$ cat src/rtl/sm_regdata_uart.sv
// Serial register reporter: sends a captured 32-bit word as 8 uppercase ASCII hex digits
// followed by CR LF on an 8N1 UART line, BAUD_DIV clocks per bit.
module sm_regdata_uart #(
    parameter int BAUD_DIV = 87
) (
    input  logic        clk,
    input  logic        rst_p,
    input  logic [31:0] regData,
    input  logic        send,
    input  logic        autoSend,
    output logic        tx,
    output logic        busy,
    output logic        done
);

    typedef enum logic [1:0] {
        IDLE  = 2'd0,
        START = 2'd1,
        DATA  = 2'd2,
        STOP  = 2'd3
    } state_t;

    localparam logic [15:0] BAUD_LAST = 16'(BAUD_DIV - 1);
    localparam logic [3:0]  LAST_CHAR = 4'd9;

    // Character idx of the frame: hex digits 0..7 MSB nibble first, then CR, then LF.
    function automatic logic [7:0] char_of(input logic [3:0] idx, input logic [31:0] word);
        logic [31:0] shifted;
        logic [3:0]  nib;
        shifted = word << {idx[2:0], 2'b00};
        nib     = shifted[31:28];
        if (idx == 4'd8)
            char_of = 8'h0D;
        else if (idx == 4'd9)
            char_of = 8'h0A;
        else if (nib < 4'd10)
            char_of = 8'h30 + {4'h0, nib};
        else
            char_of = 8'h37 + {4'h0, nib};
    endfunction

    state_t      state_q, state_d;
    logic [31:0] shadow_q, shadow_d;
    logic [31:0] last_sent_q, last_sent_d;
    logic        last_valid_q, last_valid_d;
    logic [3:0]  char_idx_q, char_idx_d;
    logic [2:0]  bit_idx_q, bit_idx_d;
    logic [15:0] baud_cnt_q, baud_cnt_d;
    logic [7:0]  tx_byte_q, tx_byte_d;
    logic        tx_q, tx_d;
    logic        busy_q, busy_d;
    logic        done_q, done_d;

    logic        baud_end;
    logic        trigger;

    assign baud_end = (baud_cnt_q == BAUD_LAST);
    // Auto mode compares against the last word sent, so changes during a frame are not lost.
    assign trigger  = send | (autoSend & (~last_valid_q | (regData != last_sent_q)));

    always_comb begin
        state_d      = state_q;
        shadow_d     = shadow_q;
        last_sent_d  = last_sent_q;
        last_valid_d = last_valid_q;
        char_idx_d   = char_idx_q;
        bit_idx_d    = bit_idx_q;
        baud_cnt_d   = baud_cnt_q;
        tx_byte_d    = tx_byte_q;
        tx_d         = tx_q;
        busy_d       = busy_q;
        done_d       = 1'b0;

        unique case (state_q)
            IDLE: begin
                if (trigger) begin
                    shadow_d     = regData;
                    last_sent_d  = regData;
                    last_valid_d = 1'b1;
                    char_idx_d   = 4'd0;
                    bit_idx_d    = 3'd0;
                    baud_cnt_d   = 16'd0;
                    tx_byte_d    = char_of(4'd0, regData);
                    state_d      = START;
                    tx_d         = 1'b0;
                    busy_d       = 1'b1;
                end
            end
            START: begin
                if (baud_end) begin
                    baud_cnt_d = 16'd0;
                    bit_idx_d  = 3'd0;
                    state_d    = DATA;
                    tx_d       = tx_byte_q[0];
                end else begin
                    baud_cnt_d = baud_cnt_q + 16'd1;
                end
            end
            DATA: begin
                if (baud_end) begin
                    baud_cnt_d = 16'd0;
                    if (bit_idx_q == 3'd7) begin
                        state_d = STOP;
                        tx_d    = 1'b1;
                    end else begin
                        bit_idx_d = bit_idx_q + 3'd1;
                        tx_d      = tx_byte_q[bit_idx_q + 3'd1];
                    end
                end else begin
                    baud_cnt_d = baud_cnt_q + 16'd1;
                end
            end
            STOP: begin
                if (baud_end) begin
                    baud_cnt_d = 16'd0;
                    if (char_idx_q < LAST_CHAR) begin
                        char_idx_d = char_idx_q + 4'd1;
                        tx_byte_d  = char_of(char_idx_q + 4'd1, shadow_q);
                        state_d    = START;
                        tx_d       = 1'b0;
                    end else begin
                        char_idx_d = 4'd0;
                        state_d    = IDLE;
                        busy_d     = 1'b0;
                        done_d     = 1'b1;
                    end
                end else begin
                    baud_cnt_d = baud_cnt_q + 16'd1;
                end
            end
            default: begin
                state_d = IDLE;
                tx_d    = 1'b1;
                busy_d  = 1'b0;
            end
        endcase
    end

    always_ff @(posedge clk) begin
        if (rst_p) begin
            state_q      <= IDLE;
            last_sent_q  <= 32'd0;
            last_valid_q <= 1'b0;
            char_idx_q   <= 4'd0;
            bit_idx_q    <= 3'd0;
            baud_cnt_q   <= 16'd0;
            tx_q         <= 1'b1;
            busy_q       <= 1'b0;
            done_q       <= 1'b0;
        end else begin
            state_q      <= state_d;
            last_sent_q  <= last_sent_d;
            last_valid_q <= last_valid_d;
            char_idx_q   <= char_idx_d;
            bit_idx_q    <= bit_idx_d;
            baud_cnt_q   <= baud_cnt_d;
            tx_q         <= tx_d;
            busy_q       <= busy_d;
            done_q       <= done_d;
        end
    end

    // Payload registers are always loaded before use, so they carry no reset.
    always_ff @(posedge clk) begin
        shadow_q  <= shadow_d;
        tx_byte_q <= tx_byte_d;
    end

    assign tx   = tx_q;
    assign busy = busy_q;
    assign done = done_q;

endmodule
$ cat config.mk
export PLATFORM = sky130hd
export DESIGN_NAME = sm_regdata_uart
export DESIGN_NICKNAME = d
export VERILOG_FILES = /design/src/rtl/sm_regdata_uart.sv
export SDC_FILE = /design/constraint.sdc
export NUM_CORES = 1
export LEC_CHECK = 0
export ABC_AREA = 0
export CORE_AREA = 2 2 123 125
export CTS_CLUSTER_DIAMETER = 200
export CTS_CLUSTER_SIZE = 40
export DETAILED_ROUTE_END_ITERATION = 10
export DIE_AREA = 0 0 125 127
export GPL_TIMING_DRIVEN = 1
export PLACE_DENSITY_LB_ADDON = 0.05
export SYNTH_ARGS = -nofsm -noshare
export SYNTH_HDL_FRONTEND = slang
export SYNTH_SLANG_ARGS = --single-unit
$ cat constraint.sdc
create_clock -name clk -period 5.6 [get_ports clk]
set_clock_uncertainty 0.05 [all_clocks]
set_input_delay 0.84 -clock clk [delete_from_list [all_inputs] [get_ports clk]]
set_output_delay 0.84 -clock clk [all_outputs]
set_load 0.02 [all_outputs]
* Word level (Yosys, flattened, before mapping)
Index checks and enable logic that the tools add are counted.
W data, S select, Z words.
** Storage, ports and cells
- Register bits after elaboration :: 101
- Logic and storage cells :: 98
- Output and inout port bits :: 3
** Operators by class
- Shift operators :: 1
- Muxes and demuxes :: 41
- Bitwise gates (word level) :: 6
- Add/subtract/negate cells :: 7
- Magnitude comparators :: 4
- Eq/ne operators :: 16
- Reduce and logical (&&, ||, !) cells :: 12
** Operators by type and width (number)
- $mux W16 :: 2
- $ne A32 B32 Y1 :: 1
- $pmux W16 S2 :: 1
- $shl A32 B5 Y32 :: 1
- $add A6 B4 Y7 const A :: 4
- $mux W7 :: 4
- $mux W8 :: 3
- $add A16 B1 Y16 const B :: 1
- $eq A16 B7 Y1 const B :: 1
- $ne A2 B2 Y1 const B :: 8
- $pmux W8 S2 :: 1
- $reduce_and A5 Y1 :: 3
- $lt A4 B4 Y1 const B :: 3
- $mux W1 :: 12
- $mux W3 :: 4
- $mux W4 :: 3
- $mux W2 :: 5
- $pmux W3 S3 :: 1
- $eq A4 B4 Y1 const B :: 2
- $pmux W2 S4 :: 1
- $pmux W4 S2 :: 1
- $reduce_and A4 Y1 :: 2
- $reduce_or A3 Y1 :: 2
- $add A4 B1 Y4 const B :: 1
- 16 further kinds :: 20

* Longest topological paths before layout
- Depth in word-level cells :: 9
- Mapped depth :: 11

* Worst setup path after synthesis
OpenSTA, ideal clock, no wires.
- Kind :: input to register
- From :: in regData[30]
- To :: reg shadow_q[0], enable pin
- Path slack :: 2210 ps
- Cell stages on the path :: 6
- Data required time :: 5127 ps
- Path buffers :: 1
- Arrival time :: 2917 ps
- Path through :: buf_4 -> xor2_1 -> nor4_2 -> nand3_1 -> nor4_4 -> nor2_1
** Between the ends
- Longest elaborated chain between the ends :: 5
** Ends and longest elaborated chain
- start: declaration :: RTL line 8 : input logic [31:0] regData,
- $ne A32 B32 Y1 :: RTL line 59 : assign trigger = send | (autoSend & (~last_valid_q | (regData != last_sent_q)));
- $or A1 B1 Y1 :: RTL line 59
- $and A1 B1 Y1 :: RTL line 59
- $or A1 B1 Y1 :: RTL line 59
- $reduce_and A2 Y1 (no source line)
- end signal: assignment :: RTL line 165 : shadow_q <= shadow_d;
- end: declaration :: RTL line 43 : logic [31:0] shadow_q, shadow_d;
Every way passes these cells.
A chain may end at the register's enable or synchronous reset.

* Final worst setup path
- From :: in regData[31]
- To :: reg tx_byte_q[5], enable pin
** Between the ends
- Longest elaborated chain between the ends :: 6
** Ends and longest elaborated chain
- $ne A32 B32 Y1 :: RTL line 59
- $or A1 B1 Y1 :: RTL line 59
- $and A1 B1 Y1 :: RTL line 59
- $or A1 B1 Y1 :: RTL line 59
- $ne A2 B2 Y1 (no source line)
- $reduce_and A4 Y1 (no source line)
- end signal: assignment :: RTL line 166 : tx_byte_q <= tx_byte_d;
- end: declaration :: RTL line 49 : logic [7:0] tx_byte_q, tx_byte_d;
Every way passes these cells.

==> results by group <==
Final layout
  – P&R area growth vs syn: 16.2%
  – # nets final: about 590
  – N_diodes: 0
  – Fill cell count: 1429
  – Layout cells sized above 1: a little under a tenth

Power
  – Pwr/cell area: about 410 mW/mm^2
  – Final Power: 0.00251 W
  – P_leak: 2.10 nW
  – Max IR drop VDD: 0.000137 V

Drt
  – WL final: 14200 um
  – Routed len/inst: 19.4 um
  – # DRC: 0
  – Post-route ant nets: 0
  – DRT iter0 DRCs: approximately 310
  – Vias per inst: around 5.7
  – Via Count: ~4200
  – Drt first pass iters: 4

Setup path
  – Setup crit start kind: primary input
  – Crit. End Element: register
  – Worst EP required: 5630 ps
  – Max FO, Critical Path: 14
  – Worst Path Arrival: around 3600 ps
  – CP Class: in2reg

STA
  – Final worst-path cycle share: about 64%
  – Sum Neg Setup Slack: 0 ps
  – Rel. slew slack: 26.3%
  – Final setup fails: 0
  – Min cycle time layout: ~3600 ps
  – Fmax: around 0.28 GHz
  – Hold slack: approximately 420 ps
  – Final Max Tran Viols: 0
  – Final Hold Viols: 0
  – RSZ-0062 raised after global routing: false
  – Worst-Margin Slew: ~1100 ps

Synthesis
  – Mapped Avg Cell Area: a little over 10 sq um
  – Adder-cell share of the synthesized area: 3.09%
  – Mux share of post-synthesis cell area: roughly 6%
  – Ys Warns: 0
  – Synth Cell Area: roughly 0.0053 sq mm
  – Synth cell count leaders: dfxtp_1 (61), a21oi_1 (53), o21ai_0 (44)
  – Synth unique cells: 64
  – Synth Area in Simple Gates: between 10% and 20%
  – Top post-synthesis cells by area: dfxtp_1 (23%), edfxtp_1 (22%), xor2_1 (5.5%), a21oi_1 (5.0%), o211ai_1 (4.3%)
  – Primary FF master, synth: dfxtp_1
  – Post-synthesis xor/xnor area fraction: a little over 6%
  – Share of the synthesized area in the top cell type: between 20% and 30%
  – Area fraction in compound gates after synthesis: 21.2%
  – Syn Nets: 570
  – Post-Syn Instances: ~520
  – Largest family of logic cells by synthesized area: compound AO/OA/AOI/OAI gates
  – Synth async-reset ratio: 0%
  – Most common cell in the netlist: dfxtp_1
  – Leading area contributor after synthesis: dfxtp_1
  – EDFF count, synth: 39
  – Sequential fraction of the synthesis area: ~45%
  – Yosys reg bits: 100

Global route
  – Initial antenna violation count: 0
  – Grt ovf: 0
  – Number of global-route vias before repair: 3964
  – Largest net degree at the start of global routing: 61
  – First-pass GRT wire length: approximately 23000 um
  – Overall routing resource usage: 18.3%

Die
  – Row count: 44
  – Die height: roughly 130 um
  – Initial core utilization: 36.5%
  – Die X: about 130 um
  – Io pins: 39
  – Core ar.: 0.0144 sq mm
  – Die footprint: 0.0159 sq mm

CTS
  – Clock transition at path regs: 70 ps
  – CTS root buf: clkbuf_16
  – CTS resizes: 0
  – TritonCTS Buffers: 9
  – Hold Buf Count CTS: 0
  – Number of H-tree levels: 3
  – Worst skew pair latency: approximately 360 ps
  – Post-CTS setup buffers: 0
  – Clock Path Buffers: 2
  – CTS tree: built
  – Sink Count: 100

Place
  – DP HPWL: about 9500 um
  – I/O Buffers: 38
  – GP Congestion: around 0.8

Worst hold path
  – Worst Hold Class: reg2reg

Flow run
  – Max-capacitance violation count: 0

Outcome
  – Status: finished clean
## kinds of logic (layout without fill, tap and decap cells)
group | after synthesis | after routing
adders and majority gates | 13 | 13
AOI/OAI and AO/OA | 175 | 175
muxes | 20 | 20
xor gates and xnor gates | 37 | 37
DFF | 100 | 100
buffers and inverters | 44 | 72
and+or+nand+nor | 132 | 132
## metrics by stage
stage	setup slack (ps)	area [sq um]	cells	utilization [%]
2_1_floorplan	2210	5260	521	-
3_3_place_gp	1710	5780	717	40.1
3_5_place_dp	1700	5780	717	40.1
4_1_cts	2010	6110	733	42.4
5_1_grt	1810	6110	733	42.4
6_report	2000	6110	733	42.4
## worst paths after layout
kind,slack [ps],depth (start not counted),endpoint,start
worst max-delay path,2000,7,tx_byte_q[5],regData[31]
worst min-delay path,420,2,bit_idx_q[1],bit_idx_q[1]
worst max register to register,2130,9,tx_byte_q[2],char_idx_q[0]
worst min register to register,420,2,bit_idx_q[1],bit_idx_q[1]
## area by class of cell
cell class / count / area (sq um) / area share [%]
multi-input combinational: 377 / 2690 / 44.1
clock buffer: 9 / 225 / 3.68
sequential: 100 / 2390 / 39.1
clock inverter: 7 / 105 / 1.72
inverter: 12 / 45.0 / 0.737
timing repair buffer: 44 / 420 / 6.88
tap: 184 / 230 / 3.77
## critical path: stages
cell and delay (ps):
clkdlybuf4s50_1 700, xor2_1 180, nor4_1 430, nand3_1 370
o31ai_4 520, nand2_4 240, and3_1 350
## metal layers
| layer | track usage (%) | share of wire (%) | vias up |
|---|---|---|---|
| met5 | 0 | 0 | - |
| met4 | 7.39 | 2.2 | 0 |
| met3 | 2.35 | 3.7 | 18 |
| met2 | 28.1 | 45 | 100 |
| met1 | 26.3 | 49 | 2020 |
| li1 | - | - | 2012 |
## state kept, by name (all words and copies together) (netlist names)
name / count
last_sent_q: 32
busy: 1
char_idx_q: 4
bit_idx_q: 3
done: 1
tx_byte_q: 7
state_q: 2
last_valid_q: 1
baud_cnt_q: 16
tx: 1
shadow_q: 32
## power breakdown
group          internal, W  switching (W)  leakage, nW
logic             0.000278       0.000512         1.06
registers         0.000938      0.0000692        0.881
clock network     0.000400       0.000309        0.159
total              0.00162       0.000890         2.10
## cells in the final DEF, fill, tap and decap left out, types with 5 or more instances in the layout
| master | netlist | final |
|---|---|---|
| o21ai_0 | 44 | 44 |
| buf_4 | 1 | 6 |
| clkbuf_16 | 0 | 9 |
| nor2_1 | 38 | 37 |
| xor2_1 | 33 | 33 |
| mux2i_1 | 8 | 8 |
| a311oi_1 | 8 | 8 |
| edfxtp_1 | 39 | 39 |
| nand3_1 | 10 | 10 |
| dfxtp_1 | 61 | 61 |
| nor3_1 | 5 | 5 |
| inv_1 | 11 | 11 |
| nand2b_1 | 6 | 6 |
| a21oi_1 | 53 | 53 |
| or3_1 | 6 | 6 |
| nand2_1 | 28 | 28 |
| nor4_1 | 7 | 7 |
| clkdlybuf4s50_1 | 0 | 37 |
| mux4_2 | 9 | 9 |
| o31ai_1 | 5 | 5 |
| ha_1 | 13 | 13 |
| o21a_1 | 6 | 6 |
| o211ai_1 | 30 | 30 |
(Power assumes the default switching activity.)
